===== config.mk =====
export PLATFORM = sky130hd
export DESIGN_NAME = sw_debounce
export DESIGN_NICKNAME = d
export VERILOG_FILES = /design/src/rtl/sw_debounce_pkg.sv /design/src/rtl/sw_debounce_db_bit.sv /design/src/rtl/sw_debounce.sv
export SDC_FILE = /design/constraint.sdc
export NUM_CORES = 1
export LEC_CHECK = 0
export CAP_MARGIN = 10
export CORE_UTILIZATION = 60
export CTS_CLUSTER_DIAMETER = 200
export CTS_CLUSTER_SIZE = 8
export DETAILED_ROUTE_END_ITERATION = 8
export PLACE_DENSITY = 0.91
export SLEW_MARGIN = 10
export SYNTH_ARGS = -nofsm -noshare
export SYNTH_HDL_FRONTEND = slang
export SYNTH_SLANG_ARGS = --single-unit

===== constraint.sdc =====
create_clock -name clk -period 4.9 [get_ports clk]
set_input_delay 0.735 -clock clk [delete_from_list [all_inputs] [get_ports clk]]
set_output_delay 0.735 -clock clk [all_outputs]
set_load 0.1 [all_outputs]

===== src/rtl/sw_debounce_pkg.sv =====
// Shared defaults for the slide-switch conditioner.
// SW_DB_CYCLES_SIM is a short debounce window used for simulation builds.
package sw_debounce_pkg;

    localparam int unsigned SW_N_DEFAULT         = 10;
    localparam int unsigned SW_CNT_W_DEFAULT     = 16;
    localparam int unsigned SW_DB_CYCLES_DEFAULT = 50000;
    localparam int unsigned SW_DB_CYCLES_SIM     = 4;

endpackage


===== src/rtl/sw_debounce_db_bit.sv =====
// One switch line: two-flop synchroniser, stability counter, and stable level.
// The rise output pulses for the cycle right after the level goes 0 -> 1.
module db_bit
    import sw_debounce_pkg::*;
#(
    parameter int unsigned CNT_W     = SW_CNT_W_DEFAULT,
    parameter int unsigned DB_CYCLES = SW_DB_CYCLES_DEFAULT
) (
    input  logic clk,
    input  logic reset_n,
    input  logic raw,
    output logic level,
    output logic rise
);

    localparam logic [CNT_W-1:0] CntLast = CNT_W'(DB_CYCLES - 1);

    logic             s1_q, s2_q;
    logic             stable_q, stable_d;
    logic             rise_q;
    logic [CNT_W-1:0] cnt_q, cnt_d;

    // Count restarts whenever s2 agrees with the accepted level, so it never wraps.
    always_comb begin
        cnt_d    = cnt_q + CNT_W'(1);
        stable_d = stable_q;
        if (s2_q == stable_q) begin
            cnt_d = '0;
        end else if (cnt_q == CntLast) begin
            stable_d = s2_q;
            cnt_d    = '0;
        end
    end

    always_ff @(posedge clk) begin
        if (!reset_n) begin
            s1_q     <= 1'b0;
            s2_q     <= 1'b0;
            cnt_q    <= '0;
            stable_q <= 1'b0;
            rise_q   <= 1'b0;
        end else begin
            s1_q     <= raw;
            s2_q     <= s1_q;
            cnt_q    <= cnt_d;
            stable_q <= stable_d;
            rise_q   <= stable_d & ~stable_q;
        end
    end

    assign level = stable_q;
    assign rise  = rise_q;

endmodule


===== src/rtl/sw_debounce.sv =====
// Debounced slide-switch bus for the data memory switch word at 32'hC000_0000.
// Sticky rising-edge flags and irq exist only with SW_DEBOUNCE_EDGE_CAPTURE_EN defined.
module sw_debounce
    import sw_debounce_pkg::*;
#(
    parameter int unsigned N_SW      = SW_N_DEFAULT,
    parameter int unsigned CNT_W     = SW_CNT_W_DEFAULT,
    parameter int unsigned DB_CYCLES = SW_DB_CYCLES_DEFAULT
) (
    input  logic            clk,
    input  logic            reset_n,
    input  logic [N_SW-1:0] sw_raw,
    input  logic            clr_we,
    input  logic [N_SW-1:0] clr_mask,
    output logic [N_SW-1:0] switches,
    output logic [N_SW-1:0] rise_flags,
    output logic            irq
);

    logic [N_SW-1:0] rise_vec;

    for (genvar i = 0; i < N_SW; i++) begin : g_bit
        db_bit #(
            .CNT_W     (CNT_W),
            .DB_CYCLES (DB_CYCLES)
        ) u_db_bit (
            .clk     (clk),
            .reset_n (reset_n),
            .raw     (sw_raw[i]),
            .level   (switches[i]),
            .rise    (rise_vec[i])
        );
    end

`ifdef SW_DEBOUNCE_EDGE_CAPTURE_EN
    logic [N_SW-1:0] flags_q, flags_d;

    // Set is applied after clear so a coincident set wins.
    always_comb begin
        flags_d = flags_q;
        if (clr_we) begin
            flags_d = flags_d & ~clr_mask;
        end
        flags_d = flags_d | rise_vec;
    end

    always_ff @(posedge clk) begin
        if (!reset_n) begin
            flags_q <= '0;
        end else begin
            flags_q <= flags_d;
        end
    end

    assign rise_flags = flags_q;
    assign irq        = |flags_q;
`else
    logic unused_edge;
    assign unused_edge = ^{clr_we, clr_mask, rise_vec};

    assign rise_flags = '0;
    assign irq        = 1'b0;
`endif

endmodule


Word level (Yosys, flattened, before mapping)
Cells that the tools add are included.

$add $sub $neg: 10. Equality and inequality tests: 20. Reductions and logical operators: 20. Bitwise logic cells: 11.

Operator list (number): adder 16 x 1 -> 16 bit (second input constant) (10); == test 16 bit (second input constant) (10); OR reduction 3 bit (10); AND reduction 2 bit (10); NOT 1 bit (11); == test 1 bit (10).

Word-level logic and storage cells: 101. Output and inout port bits: 21. Input bits: 23. Bits in registers: 190.

Longest topological paths before layout
Gate-level depths: netlist (run 1).

Word-level depth: 3. Gate-level depth with buffers: 7. Gate-level depth less buffers: 5.

By module
A second synthesis (run 1) with hierarchy kept.

Cells, all modules: 942. Area, all modules: 9095.0 um2.

By module, submodules not included: db_bit (cells an instance 93, area an instance 900.9 um2, times used 10, sequential area each 400.4 um2); sw_debounce (cells an instance 12, area an instance 86.3 um2, times used 1, sequential area each 0.0 um2).

Least setup slack after synthesis (run 1)
No wires, ideal clock.

Path type: reg-to-reg. From: reg g_bit[0].u_db_bit.cnt_q[0]. To: reg g_bit[0].u_db_bit.cnt_q[11]. Clock period less this slack: 1.789 ns. Data required time: 4.783 ns. Setup slack: 3.111 ns. Library setup time: 0.117 ns. Stages on the path, launching flop included: 7. Path buffers: 1. Arrival: 1.672 ns. Path through: dfxtp_1 > ha_1 > nand3_1 > or2_2 > o211ai_1 > buf_2 > nor2_1.

Longest elaborated chain between the ends: 2. Elaborated cells between the ends (all ways): 3. Classes of those cells: add/sub: 1; eq/ne: 1; reduce/logical: 1.

RTL lines: start: declaration (RTL line sw_debounce_db_bit.sv:21) `logic [CNT_W-1:0] cnt_q, cnt_d;`; start signal: assignment (RTL line sw_debounce_db_bit.sv:45) `cnt_q <= cnt_d;`; branches (longest 2 deep; another with adder 16 x 1 -> 16 bit).

Parallel ways; which one is timed is not known. A chain may end at the register's enable or synchronous reset.

Final worst setup path (run 1)
From: reg g_bit[6].u_db_bit.stable_q. To: out switches[6].

RTL lines: start: declaration (RTL line sw_debounce_db_bit.sv:19) `logic stable_q, stable_d;`; start signal: assignment (RTL line sw_debounce_db_bit.sv:46) `stable_q <= stable_d;`; end: declaration (RTL line sw_debounce.sv:15) `output logic [N_SW-1:0] switches,`.

No word-level cell between the ends.

==> flow_summary.json, run 1 <==
{
  "gp_congestion": 0.831,
  "syn2layout_area_growth_pct": 11.2,
  "whs_path_depth": 1,
  "cp-start-kind": "flop",
  "numCtsBuffers": 17,
  "hold_class": "flop to flop",
  "antenna_found_initial": 0,
  "vias_per_cell": 5.54,
  "final.setup_skew_ns": 0.00833,
  "post_cts_resized": 0,
  "clock_path_buffers": 2,
  "wl_met1_um": 6580,
  "coreArea_um2": 13200,
  "synth_area_leaders": "dfxtp_1 (47%), xnor2_1 (12%), nor2_1 (8.2%)",
  "overflow": 0,
  "synth_top_flop_cell": "dfxtp_1",
  "fin_util": 0.687,
  "final_nets": 956,
  "ios": 44,
  "grt_max_degree": 30,
  "ir_drop_v": 0.000378,
  "synth-seq-cells": 190,
  "crit_arrival_ns": 2.00,
  "diodes": 0,
  "crit_buf_inv": 1,
  "rows": 42,
  "synthCells": 910,
  "ff2ff_path_depth": 5,
  "p_per_area_nw_per_um2": 356,
  "crit_family": "buffers and inverters",
  "cp.depth": 1,
  "yosys.area.top_type_share": 0.465,
  "grt_pass1_wl_um": 26300,
  "yosys.area.top_type": "dfxtp_1",
  "report.final.slew_viol_count": 0,
  "slew-limit-headroom": 0.253,
  "cts_root_buf": "clkbuf_16",
  "worst_slew_pin_slew_ns": 1.12,
  "drt_wl_total_um": 15000,
  "numPortBuffers": 21,
  "route.detailed.drc": 0,
  "synth_area_um2": 8180,
  "fin_crit_sh": 0.558,
  "dp.final_hpwl_um": 9610,
  "wl_met2_um": 7490,
  "end_kind": "output port",
  "rsz0062_at_grt": "no",
  "timing.fmax_ghz": 0.366,
  "post_cts_buffers": 0,
  "setup_violations": 0,
  "h-tree-depth": 4,
  "cts_sinks": 190,
  "fp.dieW_um": 119,
  "grt_pass1_vias": 5947,
  "synth_common_cells": "dfxtp_1 (190), nor2_1 (179), xnor2_1 (110)",
  "avgSynthCellArea_um2": 8.99,
  "crit_path_max_fanout": 3,
  "drive_above_1_share": 0.0439,
  "first_pass_iters": 6,
  "synth_async_sr_flop_share": 0,
  "die_h_um": 119,
  "vias": 6151,
  "crit_path_cell_trace": "clkdlybuf4s50_1",
  "drt_iter0_markers": 363,
  "finalSetupTns_ns": 0,
  "wire_per_inst_um": 13.5,
  "synth.distinct_cells": 39,
  "min_period_ns": 2.73,
  "status": "complete, no violations",
  "synth_edf_count": 0,
  "ys_seq_area_frac": 0.465,
  "rrSetupSlack_ns": 2.48,
  "crit_type": "flop to output port",
  "yosysMostFrequentCell": "dfxtp_1",
  "leakagePower_nw": 2.88,
  "finalHoldViolations": 0,
  "ant_nets": 0,
  "ys_warn_count": 0,
  "crit_path_top_delay_cell": "clkdlybuf4s50_1",
  "clock_latency_ns": 0.44,
  "crit_path_max_incr_delay_ns": 1.16,
  "hold_buffers": 0,
  "drv_cap": 0,
  "cts_tree": "done",
  "clk_pin_slew_worst_paths_ns": 0.07,
  "die_area_um2": 14100,
  "grt_usage": 0.229,
  "required_ns": 4.16,
  "start_util": 0.617,
  "wl_met3_um": 558,
  "topRoutingLayerUsed": "met4"
}
[report_power, final]
group          total (W)  switching [W]  internal [W]
sequential       0.00156     0.00000573       0.00155
combinational  0.0000742      0.0000584     0.0000158
clock            0.00160       0.000592       0.00101
[cell usage in the layout (no fill, tap or decap), drive strengths merged]
cell type      synthesis  final
and2                  20     20
and3                  19     19
clkdlybuf4s50          0     21
bufinv                 0      7
nor2                 179    179
nand4b                 2      2
nand4bb                2      2
ha                    10     10
nand3                 61     61
conb                   1     11
xor2                  36     36
nor4b                  6      6
clkinv                 1      4
buf                   26      1
and4b                  4      4
or4                    4      4
nand2                 26     26
mux2i                  9      9
dfxtp                190    190
or2                    4      4
nor4                  43     43
nand4                 45     45
xnor2                110    110
clkinvlp               0      1
and4                   1      1
nor4bb                 9      9
a21oi                  5      5
inv                   37     39
or3                    7      7
nor3                  33     33
o211ai                 1      1
nor2b                  1      1
or4bb                  1      1
o21ai                  5      5
clkbuf                12     17
[sequential cells by signal, indices dropped and copies added (netlist names)]
signal and count:
g_bit.u_db_bit.s1_q 10, g_bit.u_db_bit.cnt_q 160, g_bit.u_db_bit.s2_q 10, g_bit.u_db_bit.level 10
[routing by layer]
layer | up-vias | global-route usage
li1 | 3094 | -
met1 | 2872 | 0.262
met4 | 0 | 0.115
met5 | - | 0
met3 | 32 | 0.0473
met2 | 153 | 0.405
[kinds of logic after synthesis]
logic type	count (synthesis)	share of synthesized area
xor gates and xnor gates	146	0.156
other	1	0.000459
and+or+nand+nor	467	0.297
muxes	9	0.0110
buffers and inverters	76	0.0476
adders and majority gates	10	0.0153
DFF	190	0.465
AOI/OAI and AO/OA	11	0.00704
[cell type report]
| class | count | area, um^2 |
|---|---|---|
| Clock buffer | 17 | 425 |
| Clock inverter | 13 | 262 |
| Fill cell | 977 | 4150 |
| Inverter | 38 | 143 |
| Multi-Input combinational cell | 654 | 4020 |
| Sequential cell | 190 | 3800 |
| Tap cell | 176 | 220 |
| Timing Repair Buffer | 22 | 218 |
[metrics by stage]
step	worst slack (ns)	area [um^2]	power (W)	instances	hold WS, ns
finish	2.17	9090	0.00323	1110	0.432
global route	2.13	9090	0.00332	1110	0.443
CTS	2.15	9090	0.00325	1110	0.435
detailed placement	2.27	8410	0.00167	1080	0.418
global placement	2.30	8410	0.00167	1080	0.415
floorplan	3.11	8210	0.00166	920	0.412
[worst paths after layout]
kind                                              endpoint                  startpoint
worst max-delay path                           switches[6]     g_bit[6].u_db_bit.level
worst min-delay path                g_bit[7].u_db_bit.s2_q      g_bit[7].u_db_bit.s1_q
worst max register to register  g_bit[0].u_db_bit.cnt_q[6]  g_bit[0].u_db_bit.cnt_q[0]
worst min register to register      g_bit[7].u_db_bit.s2_q      g_bit[7].u_db_bit.s1_q
Note: power is estimated with default switching activity, not from simulation.
==> run 2: changes to the inputs <==
Clock period 4.9 ns to 2.6 ns, I/O delays scaled along.
==> run 2 against run 1 <==
Sequential power is 88% higher. Combinational power is 93% higher. Register-to-register slack worse by 1.8 ns. Hold slack better by 0.0012 ns. Flip-flop and latch count stayed put. Via count is 0.83% lower. Core utilization is 0.88 points lower. Non-clock buffer count is 2 higher. Largest power group is now sequential cells. Die area stayed put.
==> flow_summary.json, run 2 (synthesis results as in run 1) <==
{
  "largest_register_ffs": 160,
  "cp-start-kind": "flop",
  "dp.final_hpwl_um": 9510,
  "route.detailed.drc": 0,
  "report.final.slew_viol_count": 0,
  "finalHoldViolations": 0,
  "rows": 42,
  "numCtsBuffers": 17,
  "post_cts_buffers": 0,
  "h-tree-depth": 4,
  "fp.dieW_um": 119,
  "crit_path_max_incr_delay_ns": 0.60,
  "start_util": 0.617,
  "cts_sinks": 190,
  "regMostFlops": "g_bit.u_db_bit.cnt_q",
  "coreArea_um2": 13200,
  "grt_max_degree": 31,
  "gp_congestion": 0.837,
  "die_area_um2": 14100,
  "final.setup_skew_ns": 0.00672,
  "grt_pass1_wl_um": 26100,
  "rsz0062_at_grt": "no",
  "setup_ws_ns": 0.681,
  "layout_common_cells": "dfxtp_1 (190), nor2_1 (179), xnor2_1 (110), nand3_1 (58), nand4_1 (45)",
  "min_period_ns": 1.92,
  "cts_tree": "done",
  "required_ns": 2.90,
  "crit_type": "flop to flop",
  "cts_root_buf": "clkbuf_16",
  "ir_drop_v": 0.000472,
  "numPortBuffers": 21,
  "crit_arrival_ns": 2.22,
  "leakagePower_nw": 2.87,
  "final_common_cell": "dfxtp_1",
  "finalSetupTns_ns": 0,
  "wire_per_inst_um": 13.4,
  "crit_family": "simple AND/OR/NAND/NOR gates",
  "grt_pass1_vias": 5968,
  "final_nets": 958,
  "ant_nets": 0,
  "diodes": 0,
  "crit_buf_inv": 0,
  "drt_wl_total_um": 14900,
  "p_per_area_nw_per_um2": 622,
  "status": "complete, no violations",
  "antenna_found_initial": 0,
  "clock_path_buffers": 2,
  "post_cts_resized": 0,
  "drt_iter0_markers": 506,
  "crit_path_max_fanout": 15,
  "ios": 44,
  "vias_per_cell": 5.48,
  "clk_pin_slew_worst_paths_ns": 0.06,
  "setup_violations": 0,
  "syn2layout_area_growth_pct": 9.78,
  "crit_path_cell_trace": "ha_1 -> nand4_1 -> or4_4 -> nand3_2 -> nor2_1",
  "grt_usage": 0.225,
  "end_kind": "flop",
  "crit_path_top_delay_cell": "or4_4",
  "dp_slack_ns": 0.556,
  "drive_above_1_share": 0.0554,
  "die_h_um": 119,
  "clock_latency_ns": 0.43,
  "fin_crit_sh": 0.738,
  "worst_slew_pin_slew_ns": 0.596,
  "timing.fmax_ghz": 0.521,
  "drv_cap": 0,
  "slew-limit-headroom": 0.601,
  "hold_buffers": 0,
  "first_pass_iters": 5,
  "hold_class": "flop to flop",
  "overflow": 0,
  "vias": 6100
}
[run 2: final cells by class]
class,count,area (um^2)
fillers,999,4270
clock buffers,25,505
inverters,38,143
clock inverters,7,75.1
well taps,176,220
flip-flops and latches,190,3800
repair buffers,24,208
multi-input cells,654,4020
[run 2: where the power goes]
| group | switching, W | internal, W |
|---|---|---|
| clock network | 0.00105 | 0.00145 |
| registers | 0.0000110 | 0.00293 |
| logic | 0.000112 | 0.0000313 |
[run 2: through the flow]
stage | util | instances | instance area [um^2] | power, W | hold slack, ns
final | 0.678 | 1114 | 8980 | 0.00559 | 0.433
after global routing | 0.678 | 1114 | 8980 | 0.00577 | 0.446
after CTS | 0.678 | 1114 | 8980 | 0.00563 | 0.439
after detailed placement | 0.634 | 1082 | 8400 | 0.00315 | 0.421
after global placement | 0.634 | 1082 | 8400 | 0.00314 | 0.414
after floorplan | - | 920 | 8210 | 0.00313 | 0.412
[run 2: worst register-to-register path: stages (launching register included)]
cell     delay [ns]
dfxtp_1        0.38
ha_1           0.23
nand4_1        0.24
or4_4          0.60
nand3_2        0.25
nor2_1         0.09
[run 2: layer usage]
| metal | track usage | wire length [um] | vias up |
|---|---|---|---|
| li1 | - | - | 3098 |
| met1 | 0.267 | 6680 | 2881 |
| met2 | 0.391 | 7450 | 96 |
| met3 | 0.0526 | 466 | 25 |
| met4 | 0.0902 | 279 | 0 |
| met5 | 0 | 0 | - |
[run 2: worst paths after layout]
kind / cells after the start / slack [ns] / startpoint / end
worst min register to register: 1 / 0.43 / g_bit[1].u_db_bit.s1_q / g_bit[1].u_db_bit.s2_q
worst min-delay path: 1 / 0.43 / g_bit[1].u_db_bit.s1_q / g_bit[1].u_db_bit.s2_q
worst max-delay path: 5 / 0.68 / g_bit[3].u_db_bit.cnt_q[0] / g_bit[3].u_db_bit.cnt_q[5]
worst max register to register: 5 / 0.68 / g_bit[3].u_db_bit.cnt_q[0] / g_bit[3].u_db_bit.cnt_q[5]
==> run 3: changes to the inputs <==
Clock period 2.6 ns to 1.9 ns, I/O delays scaled along.
==> run 3 against run 2 <==
Non-clock buffer count rose by 18. Global-route usage is 0.14 points lower. Setup slack got worse by 0.58 ns. Clock skew rose by 0.0023 ns. First-iteration DRC count decreased by 37%. Core utilization rose by 1.1 points. Largest cell class unchanged.
==> flow_summary.json, run 3 (synthesis results as in run 1) <==
{
  "layout_common_cells": "dfxtp_1 (190), nor2_1 (179), xnor2_1 (110), nand3_1 (57), nand4_1 (45)",
  "regArea_um2": 3800,
  "first_pass_iters": 5,
  "fin_util": 0.689,
  "crit_path_max_fanout": 15,
  "final.setup_skew_ns": 0.00901,
  "crit_buf_inv": 0,
  "finalSetupTns_ns": 0,
  "h-tree-depth": 4,
  "fin_crit_sh": 0.944,
  "cts_root_buf": "clkbuf_16",
  "crit_path_max_incr_delay_ns": 0.56,
  "rsz0062_at_grt": "no",
  "fillCellCount": 962,
  "syn2layout_area_growth_pct": 11.5,
  "grt_max_degree": 29,
  "end_kind": "flop",
  "clock_path_buffers": 2,
  "finalPower_w": 0.00769,
  "diodes": 0,
  "overflow": 0,
  "numCtsBuffers": 17,
  "dp.final_hpwl_um": 9920,
  "largest_register_ffs": 160,
  "antenna_found_initial": 0,
  "drt_wl_total_um": 15100,
  "status": "complete, no violations",
  "die_area_um2": 14100,
  "timing.fmax_ghz": 0.557,
  "crit_path_top_delay_cell": "or4_4",
  "cts_sinks": 190,
  "p_per_area_nw_per_um2": 843,
  "multi_input_area_um2": 4030,
  "start_util": 0.617,
  "crit_type": "flop to flop",
  "vias": 6182,
  "crit_family": "simple AND/OR/NAND/NOR gates",
  "route.detailed.drc": 0,
  "report.final.slew_viol_count": 0,
  "final_nets": 976,
  "fin_hold_ws_ns": 0.434,
  "crit_path_cell_trace": "or3_1 -> or4_4 -> nand3_2 -> nor2_1",
  "pwr-share-comb": 0.027,
  "clock_latency_ns": 0.43,
  "drv_cap": 0,
  "grt_usage": 0.224,
  "final_common_cell": "dfxtp_1",
  "cp-start-kind": "flop",
  "wire_per_inst_um": 13.3,
  "numPortBuffers": 21,
  "hold_class": "input port to flop",
  "leakagePower_nw": 2.94,
  "intPower_w": 0.00605,
  "setup_violations": 0,
  "ios": 44,
  "grt_pass1_vias": 5944,
  "die_h_um": 119,
  "grt_pass1_wl_um": 25900,
  "cts_tree": "done",
  "crit_arrival_ns": 2.10,
  "vias_per_cell": 5.47,
  "drt_iter0_markers": 318,
  "ir_drop_v": 0.000678,
  "required_ns": 2.20,
  "p_clk_frac": 0.449,
  "sequentialPowerShare": 0.524,
  "clk_pin_slew_worst_paths_ns": 0.06,
  "regMostFlops": "g_bit.u_db_bit.cnt_q",
  "gp_congestion": 0.848,
  "rows": 42,
  "ant_nets": 0,
  "drive_above_1_share": 0.0744,
  "finalHoldViolations": 0,
  "p_sw_w": 0.00163,
  "switching_share": 0.213,
  "fp.dieW_um": 119,
  "min_period_ns": 1.79,
  "coreArea_um2": 13200
}
run 3: per-stage QoR:
stage	cells	instance area, um^2	setup WS [ns]
2_1_floorplan	920	8210	0.111
3_3_place_gp	1100	8540	0.129
3_5_place_dp	1100	8540	0.0746
4_1_cts	1130	9110	0.105
5_1_grt	1130	9120	0.0434
6_report	1130	9120	0.106
run 3: layer usage:
metal / vias to the layer above / GRT usage / part of all wire
met5: - / 0 / 0
met4: 0 / 0.0752 / 0.018
met3: 26 / 0.0545 / 0.030
met2: 113 / 0.390 / 0.49
met1: 2903 / 0.269 / 0.46
li1: 3140 / - / -
run 3: final timing paths:
check	startpoint	end	slack, ns	cells past startpoint
worst max-delay path	g_bit[3].u_db_bit.cnt_q[5]	g_bit[3].u_db_bit.cnt_q[6]	0.11	4
worst min-delay path	sw_raw[8]	g_bit[8].u_db_bit.s1_q	0.43	2
worst max register to register	g_bit[3].u_db_bit.cnt_q[5]	g_bit[3].u_db_bit.cnt_q[6]	0.11	4
worst min register to register	g_bit[5].u_db_bit.s1_q	g_bit[5].u_db_bit.s2_q	0.44	1
run 3: cell type report:
cell class,instances,share of cell area
Inverter,38,0.0156
Clock inverter,10,0.0126
Sequential cell,190,0.417
Clock buffer,20,0.0501
Multi-Input combinational cell,654,0.441
Timing Repair Buffer,42,0.0390
Tap cell,176,0.0241
run 3: power groups by stage:
stage / Sequential, W / Clock (W) / Combinational (W)
3_5_place_dp: 0.00411 / 0 / 0.000206
4_1_cts: 0.00402 / 0.00353 / 0.000208
6_report: 0.00402 / 0.00345 / 0.000208
3_3_place_gp: 0.00411 / 0 / 0.000204
2_1_floorplan: 0.00411 / 0 / 0.000174
5_1_grt: 0.00402 / 0.00368 / 0.000221
run 3: timing repair:
action / CTS / global route
hold buffers: 0 / 0
endpoints found under the setup margin: 0 / 9
gates resized for setup: 0 / 1
buffers inserted: 0 / 0
